`src/rtl/arb_pkg.sv`:
```
// Shared types and helpers for the round-robin arbiter.
// Holds the state encoding, size limits and a clog2 helper.
package arb_pkg;

  localparam int MAX_REQ = 16;

  typedef enum logic {
    ARB_IDLE  = 1'b0,
    ARB_GRANT = 1'b1
  } arb_state_t;

  // Never returns less than 1 so index fields stay legal.
  function automatic int clog2(input int v);
    int r;
    int x;
    r = 0;
    x = v - 1;
    while (x > 0) begin
      r++;
      x = x >> 1;
    end
    return (r < 1) ? 1 : r;
  endfunction

endpackage

```
`src/rtl/rr_pick.sv`:
```
// Rotating-priority encoder: the first set request at or after
// ptr, wrapping, wins.
module rr_pick
  import arb_pkg::*;
#(
  parameter int N = 4,
  localparam int IW = clog2(N)
) (
  input  logic [N-1:0]  req,
  input  logic [IW-1:0] ptr,
  output logic [N-1:0]  win,
  output logic [IW-1:0] idx,
  output logic          any
);

  always_comb begin
    int j;
    win = '0;
    idx = '0;
    any = 1'b0;
    j   = 0;
    for (int k = 0; k < N; k++) begin
      j = int'(ptr) + k;
      if (j >= N) j = j - N;
      if (!any && req[j]) begin
        any    = 1'b1;
        win[j] = 1'b1;
        idx    = IW'(j);
      end
    end
  end

endmodule

```
`src/rtl/rr_arbiter_n.sv`:
```
// N-way round-robin arbiter with registered one-hot grant
// and bounded grant hold under lock.
module rr_arbiter_n
  import arb_pkg::*;
#(
  parameter int NUM_REQ  = 4,
  parameter int LOCK_EN  = 1,
  parameter int MAX_HOLD = 8,
  localparam int IW = clog2(NUM_REQ),
  localparam int CW = clog2(MAX_HOLD + 1)
) (
  input  logic               clock,
  input  logic               reset,
  input  logic [NUM_REQ-1:0] req,
  input  logic [NUM_REQ-1:0] lock,
  output logic [NUM_REQ-1:0] gnt,
  output logic               gnt_valid,
  output logic [IW-1:0]      gnt_id,
  output logic               hold_expired
);

  localparam logic [CW-1:0] MAX_C = CW'(MAX_HOLD);
  localparam logic [IW-1:0] LAST  = IW'(NUM_REQ - 1);

  arb_state_t         state;
  logic [IW-1:0]      ptr;
  logic [CW-1:0]      cnt;
  logic [NUM_REQ-1:0] pick_win;
  logic [IW-1:0]      pick_idx;
  logic               pick_any;
  logic [IW-1:0]      next_ptr;
  logic               held;
  logic               keep;
  logic               expire;

  rr_pick #(.N(NUM_REQ)) u_pick (
    .req (req),
    .ptr (ptr),
    .win (pick_win),
    .idx (pick_idx),
    .any (pick_any)
  );

  // Lock only counts while the grantee is still requesting.
  assign held = (LOCK_EN != 0) && (state == ARB_GRANT)
             && lock[gnt_id] && req[gnt_id];
  assign keep     = held && (cnt < MAX_C);
  assign expire   = held && (cnt == MAX_C);
  assign next_ptr = (pick_idx == LAST) ? '0
                  : pick_idx + IW'(1);

  always_ff @(posedge clock or posedge reset) begin
    if (reset) begin
      state        <= ARB_IDLE;
      ptr          <= '0;
      cnt          <= '0;
      gnt          <= '0;
      gnt_valid    <= 1'b0;
      gnt_id       <= '0;
      hold_expired <= 1'b0;
    end else if (keep) begin
      cnt          <= cnt + CW'(1);
      hold_expired <= 1'b0;
    end else begin
      hold_expired <= expire;
      if (pick_any) begin
        state     <= ARB_GRANT;
        gnt       <= pick_win;
        gnt_valid <= 1'b1;
        gnt_id    <= pick_idx;
        ptr       <= next_ptr;
        cnt       <= CW'(1);
      end else begin
        state     <= ARB_IDLE;
        gnt       <= '0;
        gnt_valid <= 1'b0;
        gnt_id    <= '0;
        cnt       <= '0;
      end
    end
  end

endmodule

```
`config.mk`:
```
export PLATFORM = sky130hd
export DESIGN_NAME = rr_arbiter_n
export DESIGN_NICKNAME = d
export VERILOG_FILES = /design/src/rtl/arb_pkg.sv /design/src/rtl/rr_pick.sv /design/src/rtl/rr_arbiter_n.sv
export SDC_FILE = /design/constraint.sdc
export NUM_CORES = 1
export LEC_CHECK = 0
export CAP_MARGIN = 0
export CORE_MARGIN = 3
export CORE_UTILIZATION = 50
export DETAILED_ROUTE_END_ITERATION = 16
export DONT_BUFFER_PORTS = 1
export PLACE_DENSITY_LB_ADDON = 0.05
export RECOVER_POWER = 50
export SLEW_MARGIN = 30
export SYNTH_ARGS = -nofsm -noshare
export SYNTH_HDL_FRONTEND = slang
export SYNTH_SLANG_ARGS = --single-unit
```
`constraint.sdc`:
```
create_clock -name clock -period 4.1 [get_ports clock]
set_clock_uncertainty 0.1 [all_clocks]
set_input_delay 0.82 -clock clock [delete_from_list [all_inputs] [get_ports clock]]
set_output_delay 0.82 -clock clock [all_outputs]
set_load 0.05 [all_outputs]
```
==> summary.md, run 1 <==
| Metric | Value |
|---|---|
| CP startpoint kind | flop |
| ANT nets after route | 0 |
| Core Rows | 16 |
| Setup bufs post-CTS | 0 |
| Clock tree buffer depth | 2 |
| Post-synth EDFFs | 0 |
| Setup-failing EPs final | 0 |
| DRT Pass-1 Iters | 4 |
| Synthesis-to-finish area growth | -0.472% |
| CP arrival | around 2900 ps |
| Top sig layer | met4 |
| Synth cell types | 33 |
| CP Max Fanout | 16 |
| Core Region | around 0.002 mm2 |
| Total Die Area | between 0.002 and 0.003 mm2 |
| Ys Warns | 0 |
| Met3 routed WL | about 140 um |
| # diodes | 0 |
| Top-area cell type share of the netlist area | between 30% and 40% |
| Worst slew pin tran | approximately 770 ps |
| Post-synth ARST share | 100% |
| Final WS setup | ~1200 ps |
| Worst min path class | in2async |
| Final core occ | a little over half |
| Initial antenna violation count | 0 |
| CTS buffer count | 3 |
| Post-DP HPWL | 1.56 mm |
| Max frequency | 348 MHz |
| Final Cycle Share | 70.0% |
| Leak | between 0.4 and 0.5 nW |
| Critical-path top delay cell | dfrtp_1 |
| Io pins | 18 |
| Initial Util | between 50% and 60% |
| Syn Nets | between 100 and 150 |
| Pwr dens | about 950 mW/mm2 |
| Drt first-iter violations | 10 |
| DP Worst Slack | roughly 1200 ps |
| Max_slew headroom | 48.1% |
| Largest net degree at the start of global routing | 17 |
| Die H | around 52 um |
| GRT Total Usage | between 10% and 20% |
| CTS tree | yes |
| Residual DRC | 0 |
| R2R depth | 7 |
| Total negative setup slack | 0 ps |
| Max IR drop VDD | 470 uV |
| CP endpoint kind | flop |
| Hold Vio Cnt, Final | 0 |
| Fraction of layout cells with a size suffix above 1 | 11.8% |
| Met2 wire length | approximately 940 um |
| Setup Crit Path Kind | reg2reg |
| R2r startpoint | ptr[0] |
| Synth Area per Inst | about 9.4 um2 |
| H-Tree Depth | 1 |
| Post-Route M1 WL | approximately 970 um |
| RSZ-0062 raised after global routing | false |
| Grt total ovfl | 0 |
| Synth top area cells | dfrtp_1, ha_1, a21oi_1 |
| Sequential fraction of the synthesis area | between 30% and 40% |
| Worst r2r dst | ptr[1] |
| Cell taking the most area after synthesis | dfrtp_1 |
| Worst Path Required | about 4200 ps |
| Drt wl/cell | ~15 um |
| Post-cts gate resize count | 0 |
| Crit. Startpoint | ptr[0] |
| Skew-Pair Late Insertion Delay | between 200 and 300 ps |
| Reg-to-reg slack, setup | approximately 1200 ps |
| Worst stage delay on the critical path | just under 700 ps |
| #FFs+latches synth | 14 |
| TritonCTS Sinks | 14 |
| Critical path, cell by cell | inv_1 > ha_1 > mux4_2 > or3_4 > o311ai_4 > xor2_1 > a31oi_1 |
| Via Count | ~800 |
| PortBufs | 0 |
| Root buffer cell | clkbuf_4 |
| Final Slew Violations | 0 |
| MaxCap Viol Count | 0 |
| Critical Path End | ptr[1] |
| Most frequent cells in the layout | nor2_1, dfrtp_1, a21oi_1 |
| Top FF cell, synth | dfrtp_1 |
| First-pass GRT wire length | between 3 and 4 mm |
| Post-Syn Instances | 113 |
| Gp weighted congestion | between 0.7 and 0.8 |
| Status | completed |
| Final nets | approximately 130 |
| Die width | roughly 52 um |
| Via density | between 5 and 6 |
| Syn Std Cell Area | ~0.0011 mm2 |
| Post-cts hold buffer count | 0 |
| Post-Route WL | 2.07 mm |
| Worst-path clk slew | around 90 ps |
| Vias in the first global route | 808 |
| Final Critical Period | between 2000 and 3000 ps |
## report_power, final
part / internal, mW / switching (mW)
clock network: 0.0540 / 0.0457
registers: 0.194 / 0.186
logic: 0.250 / 0.272
## metal layers
metal,vias to the layer above,track usage (%)
li1,393,-
met1,372,22.3
met2,18,27.8
met3,4,7.45
met4,0,5.24
met5,-,0
## through the flow
step / power, mW / std cells / hold WS [ps] / cell area (um2)
6_report: 1.00 / 137 / 356 / 1060
5_1_grt: 1.09 / 137 / 378 / 1060
4_1_cts: 1.01 / 137 / 375 / 1060
3_5_place_dp: 0.909 / 133 / 385 / 1020
3_3_place_gp: 0.895 / 133 / 380 / 1020
2_1_floorplan: 0.851 / 113 / 350 / 1060
## sequential cells by signal, indices dropped and copies added, names as in the netlist
| name | count |
|---|---|
| cnt | 4 |
| gnt | 4 |
| gnt_id | 2 |
| hold_expired | 1 |
| ptr | 2 |
| state | 1 |
## worst min path at each step
stage                      start            to  slack, ps  depth (start not counted)
after floorplan           cnt[0]        cnt[0]        350                          1
after global placement    cnt[0]        cnt[0]        380                          1
after detailed placement  cnt[2]  hold_expired        380                          1
after CTS                  reset        cnt[2]        370                          1
after global routing       reset        cnt[2]        380                          1
final                      reset        gnt[2]        360                          1
## critical path: cells and delay by family, from the launching register on
| family | cells | cell delay (ps) |
|---|---|---|
| buffers and inverters | 1 | 200 |
| multiplexers | 1 | 610 |
| adder cells (fa/ha/maj) | 1 | 420 |
| XOR/XNOR | 1 | 160 |
| flip-flops | 1 | 690 |
| AND/OR/NAND/NOR | 1 | 410 |
| AO/OA/AOI/OAI | 2 | 170 |
## cell families after synthesis
group                      share of synthesized area, %
muxes                                              10.2
AOI/OAI and AO/OA                                  21.1
and+or+nand+nor                                    15.8
xor gates and xnor gates                           3.30
buffers and inverters                              9.54
DFF                                                33.0
adders and majority gates                          7.07
## synthesized netlist by cell type, drive strengths merged (4+ instances only)
library cell   n
ha             6
dfrtp         14
buf            6
nand2         11
nor2          14
inv            6
mux2i          6
a21oi         13
a22o           4
## area by class of cell
| class | count | area, um2 |
|---|---|---|
| Clock buffer | 4 | 36.3 |
| Fill cell | 179 | 925 |
| Inverter | 7 | 26.3 |
| Multi-Input combinational cell | 85 | 611 |
| Sequential cell | 14 | 350 |
| Tap cell | 27 | 33.8 |
Power figures use the tool's default switching activity.
==> inputs of run 2 (changes only) <==
clock period = 3 ns   (was 4.1 ns; I/O delays follow)
==> summary.md, run 2 (synthesized netlist as in run 1, its figures left out) <==
| Metric | Value |
|---|---|
| Status | completed |
| ANT nets after route | 0 (unchanged) |
| R2r startpoint | ptr[0] |
| Final nets | 129 (+1.6%) |
| Post-cts gate resize count | 0 (unchanged) |
| DRT Pass-1 Iters | 4 (unchanged) |
| Worst-path clk slew | 90 ps (about the same) |
| Total negative setup slack | 0 ps (unchanged) |
| CTS buffer count | 3 (unchanged) |
| Worst min path class | in2async |
| Via Count | 791 (+0.51%) |
| Final Cycle Share | 79.4% (+9.4 points) |
| Final Slew Violations | 0 (unchanged) |
| Post-Route M1 WL | 968 um (-0.10%) |
| First-pass GRT wire length | 3.32 mm (-7.7%) |
| RSZ-0062 raised after global routing | false |
| Final Critical Period | 2380 ps (-487 ps) |
| R2R depth | 7 (unchanged) |
| Root buffer cell | clkbuf_4 |
| # diodes | 0 (unchanged) |
| Critical Path End | ptr[1] |
| CTS tree | yes |
| Setup-failing EPs final | 0 (unchanged) |
| Reg-to-reg slack, setup | 620 ps (-610 ps) |
| Placed Cells | 135 (+1.5%) |
| Met2 wire length | 885 um (-5.8%) |
| TritonCTS Sinks | 14 (unchanged) |
| Worst Path Required | 3070 ps (-1090 ps) |
| Gp weighted congestion | 0.805 (+4.7%) |
| Worst r2r dst | ptr[1] |
| Worst slew pin tran | 748 ps (-19.5 ps) |
| CP arrival | 2450 ps (-480 ps) |
| Post-cts hold buffer count | 0 (unchanged) |
| Vias in the first global route | 737 (-8.8%) |
| CP Max Fanout | 7 (-9) |
| Residual DRC | 0 (unchanged) |
| Layout Cells excl Fill | 139 (+1.5%) |
| Max IR drop VDD | 695 uV (+48%) |
| Post-DP HPWL | 1.50 mm (-3.3%) |
| Hold Vio Cnt, Final | 0 (unchanged) |
| Top sig layer | met4 |
| Setup Crit Path Kind | reg2reg |
| Drt wl/cell | 14.5 um (-4.2%) |
| CP endpoint kind | flop |
| Core Region | 0.00198 mm2 (unchanged) |
| Pwr Total | 1.39 mW (+39%) |
| Io pins | 18 (unchanged) |
| Clock tree buffer depth | 2 (unchanged) |
| Skew-Pair Late Insertion Delay | 290 ps (about the same) |
| Met3 routed WL | 136 um (+0.74%) |
| Setup bufs post-CTS | 0 (unchanged) |
| MaxCap Viol Count | 0 (unchanged) |
| Leak | 0.467 nW (+2.1%) |
| DP Worst Slack | 631 ps (-615 ps) |
| Crit. Startpoint | ptr[0] |
| Die H | 52.1 um (unchanged) |
| Initial antenna violation count | 0 (unchanged) |
| PortBufs | 0 (unchanged) |
| Total Die Area | 0.00271 mm2 (unchanged) |
| Final WS setup | 617 ps (-613 ps) |
| Most frequent cells in the layout | nor2_1, dfrtp_1, a21oi_1 |
| Fraction of layout cells with a size suffix above 1 | 13.4% (+1.6 points) |
| Synthesis-to-finish area growth | 0.942% |
| Post-Route WL | 2.01 mm (-2.9%) |
| Max frequency | 420 MHz (+20%) |
| Initial Util | 53.6% (unchanged) |
| Registers with the most flip-flops | cnt: 4 flops, gnt: 4 flops |
| Max_slew headroom | 49.4% (+1.3 points) |
| Via density | 5.69 (-0.94%) |
| H-Tree Depth | 1 (unchanged) |
| Core Rows | 16 (unchanged) |
| CP startpoint kind | flop |
| Die width | 52.1 um (unchanged) |
| GRT Total Usage | 16.5% (-1.3 points) |
| Drt first-iter violations | 21 (+11) |
| Pwr dens | 1300 mW/mm2 (+37%) |
| Largest net degree at the start of global routing | 16 (-1) |
| Final core occ | 54.1% (+0.76 points) |
| Grt total ovfl | 0 (unchanged) |
-- run 2: cell types whose count changed in the layout (fill, tap and decap cells not counted), sizes merged --
| cell | previous run | this run |
|---|---|---|
| buf | 0 | 2 |
-- run 2: worst min-delay path by stage --
stage	to	slack, ps
after floorplan	cnt[0]	350
after global routing	cnt[2]	160
final	cnt[2]	130
after CTS	cnt[2]	140
after detailed placement	hold_expired	380
after global placement	hold_expired	380
-- run 2: cell type report --
| type | instances | area (um2) |
|---|---|---|
| clock buffers | 4 | 36.3 |
| fillers | 187 | 910 |
| inverters | 7 | 26.3 |
| multi-input cells | 85 | 611 |
| flip-flops and latches | 14 | 350 |
| well taps | 27 | 33.8 |
| repair buffers | 2 | 15.0 |
-- run 2: power breakdown --
part | switching [mW] | internal [mW]
Sequential | 0.203 | 0.265
Clock | 0.0626 | 0.0739
Combinational | 0.425 | 0.360
-- run 2: through the flow --
stage	hold WS, ps	area [um2]
2_1_floorplan	350	1060
4_1_cts	143	1070
5_1_grt	160	1070
3_5_place_dp	380	1040
6_report	132	1070
3_3_place_gp	383	1040
-- run 2: critical path, stage by stage, from the launching register on --
cell and delay [ps]:
dfrtp_1 350, inv_1 90, ha_1 380, mux4_2 610
or3_4 410, o311ai_4 80, xor2_1 160, a31oi_1 100
-- run 2: metal layers --
layer  GRT usage [%]  vias to the layer above
met5               0                        -
met4            6.11                        0
met3            5.44                        3
met2            25.3                       20
met1            21.4                      368
li1                -                      400
==> inputs of run 3 (changes only) <==
clock period = 2.32 ns   (was 3 ns; I/O delays follow)
==> summary.md, run 3 (synthesized netlist as in run 1, its figures left out) <==
| Metric | Value |
|---|---|
| FF+latch area | 352 um2 (+0.36%) |
| Area of the multi-input gates | 623 um2 (+2.0%) |
| Synthesis-to-finish area growth | 10.2% |
| Worst min path class | in2async |
| Via density | 5.79 (+1.7%) |
| Core Region | 0.00198 mm2 (unchanged) |
| Design Area, Final | 0.00117 mm2 (+9.2%) |
| Total Die Area | 0.00271 mm2 (unchanged) |
| Initial antenna violation count | 0 (unchanged) |
| Status | finished with violations |
| Hold Vio Cnt, Final | 6 (+6) |
| # diodes | 0 (unchanged) |
| Grt total ovfl | 0 (unchanged) |
| Skew-Pair Late Insertion Delay | 290 ps (about the same) |
| Max IR drop VDD | 1150 uV (+66%) |
| Io pins | 18 (unchanged) |
| Residual DRC | 0 (unchanged) |
| Via Count | 868 (+9.7%) |
| Worst r2r dst | ptr[1] |
| Registers with the most flip-flops | cnt: 4 flops, gnt: 4 flops |
| First-pass GRT wire length | 3.80 mm (+14%) |
| R2R depth | 7 (unchanged) |
| R2r startpoint | ptr[0] |
| Total negative setup slack | 0 ps (unchanged) |
| Die width | 52.1 um (unchanged) |
| Worst slew pin tran | 655 ps (-94.0 ps) |
| Final nets | 140 (+8.5%) |
| Leak | 0.517 nW (+11%) |
| Critical Path End | ptr[1] |
| Post-DP HPWL | 1.61 mm (+7.3%) |
| Worst-path clk slew | 100 ps (about the same) |
| Vias in the first global route | 854 (+16%) |
| CTS buffer count | 3 (unchanged) |
| Critical path, cell by cell | inv_4 > ha_4 > mux4_2 > or3_4 > o311ai_4 > xor2_1 > a31oi_1 |
| Critical-path top delay cell | mux4_2 |
| Clock tree buffer depth | 2 (unchanged) |
| Drt wl/cell | 15.7 um (+8.3%) |
| CP endpoint kind | flop |
| Failing checks | hold timing |
| RSZ-0062 raised after global routing | true |
| Placed Area | 0.00109 mm2 (+5.0%) |
| Leading cell type in the layout, fill and taps excluded | nor2_1 |
| GRT Total Usage | 18.7% (+2.2 points) |
| DRT Pass-1 Iters | 4 (unchanged) |
| Gp weighted congestion | 0.763 (-5.2%) |
| Largest net degree at the start of global routing | 16 (unchanged) |
| MaxCap Viol Count | 0 (unchanged) |
| Fraction of layout cells with a size suffix above 1 | 24.4% (+11 points) |
| Root buffer cell | clkbuf_4 |
| Fill count | 176 (-5.9%) |
| Max frequency | 442 MHz (+5.4%) |
| CP arrival | 2320 ps (-130 ps) |
| Core Rows | 16 (unchanged) |
| Pwr dens | 1780 mW/mm2 (+37%) |
| Worst Path Required | 2380 ps (-690 ps) |
| TritonCTS Sinks | 14 (unchanged) |
| Drt first-iter violations | 14 (-33%) |
| Worst stage delay on the critical path | 530 ps (-80 ps) |
| Hold Worst Slack | -13.7 ps (-145 ps) |
| Final Critical Period | 2260 ps (-121 ps) |
| CP startpoint kind | flop |
| Die H | 52.1 um (unchanged) |
| ANT nets after route | 0 (unchanged) |
| CP Max Fanout | 4 (-3) |
| PortBufs | 0 (unchanged) |
| Most frequent cells in the layout | nor2_1, a21oi_1, dfrtp_1, buf_4, nand2_1 |
| Post-Route WL | 2.35 mm (+17%) |
| Setup Crit Path Kind | reg2reg |
| Pwr Total | 2.08 mW (+50%) |
| Setup-failing EPs final | 0 (unchanged) |
| Reg-to-reg slack, setup | 60 ps (-560 ps) |
| CTS tree | yes |
| Final Cycle Share | 97.5% (+18 points) |
| Initial Util | 53.6% (unchanged) |
| H-Tree Depth | 1 (unchanged) |
| Max_slew headroom | 56.0% (+6.5 points) |
| Crit. Startpoint | ptr[0] |
| Final Slew Violations | 0 (unchanged) |
[run 3: through the flow]
stage / setup WS, ps / hold WS (ps) / std cells / utilization, %
after global placement: 129 / 320 / 140 / 54.9
after floorplan: -73.5 / 253 / 113 / -
final: 58.3 / -13.7 / 150 / 59.1
after CTS: 66.6 / 2.14 / 144 / 56.7
after global routing: -28.7 / 27.6 / 150 / 59.1
after detailed placement: 83.5 / 322 / 140 / 54.9
[run 3: final cells by class]
cell class / instances / share of cell area [%]
sequential: 14 / 30.0
multi-input combinational: 85 / 53.2
tap: 27 / 2.88
clock buffer: 4 / 3.10
timing repair buffer: 13 / 8.33
inverter: 7 / 2.46
[run 3: power breakdown]
group	internal (mW)	switching [mW]
clock network	0.0956	0.0865
logic	0.648	0.700
registers	0.347	0.202
total	1.09	0.989
[run 3: what timing repair did]
action / CTS / global route
gates resized for setup: 0 / 2
hold buffers: 0 / 0
setup endpoints to repair: 0 / 5
setup buffers: 0 / 6
[run 3: how the worst min path moves through the flow]
| stage | endpoint | depth (start not counted) | startpoint | slack [ps] |
|---|---|---|---|---|
| after floorplan | cnt[0] | 1 | reset | 250 |
| after global placement | gnt[2] | 1 | reset | 320 |
| after detailed placement | gnt[2] | 1 | reset | 320 |
| after CTS | gnt[2] | 1 | reset | 2 |
| after global routing | gnt[2] | 1 | reset | 30 |
| final | gnt[2] | 1 | reset | -10 |
[run 3: worst max-delay path: cells and delay by family, from the launching register on]
family,cells,cell delay [ps]
AOI/OAI and AO/OA,2,180
xor gates and xnor gates,1,180
adders and majority gates,1,270
buffers and inverters,1,60
DFF,1,400
muxes,1,530
and+or+nand+nor,1,410
[run 3: metal layers]
layer,wire (um),vias up,global-route usage (%)
met1,1040,415,23.8
met5,0,-,0
met2,1130,24,29.1
li1,-,423,-
met4,34,0,6.55
met3,150,6,6.59
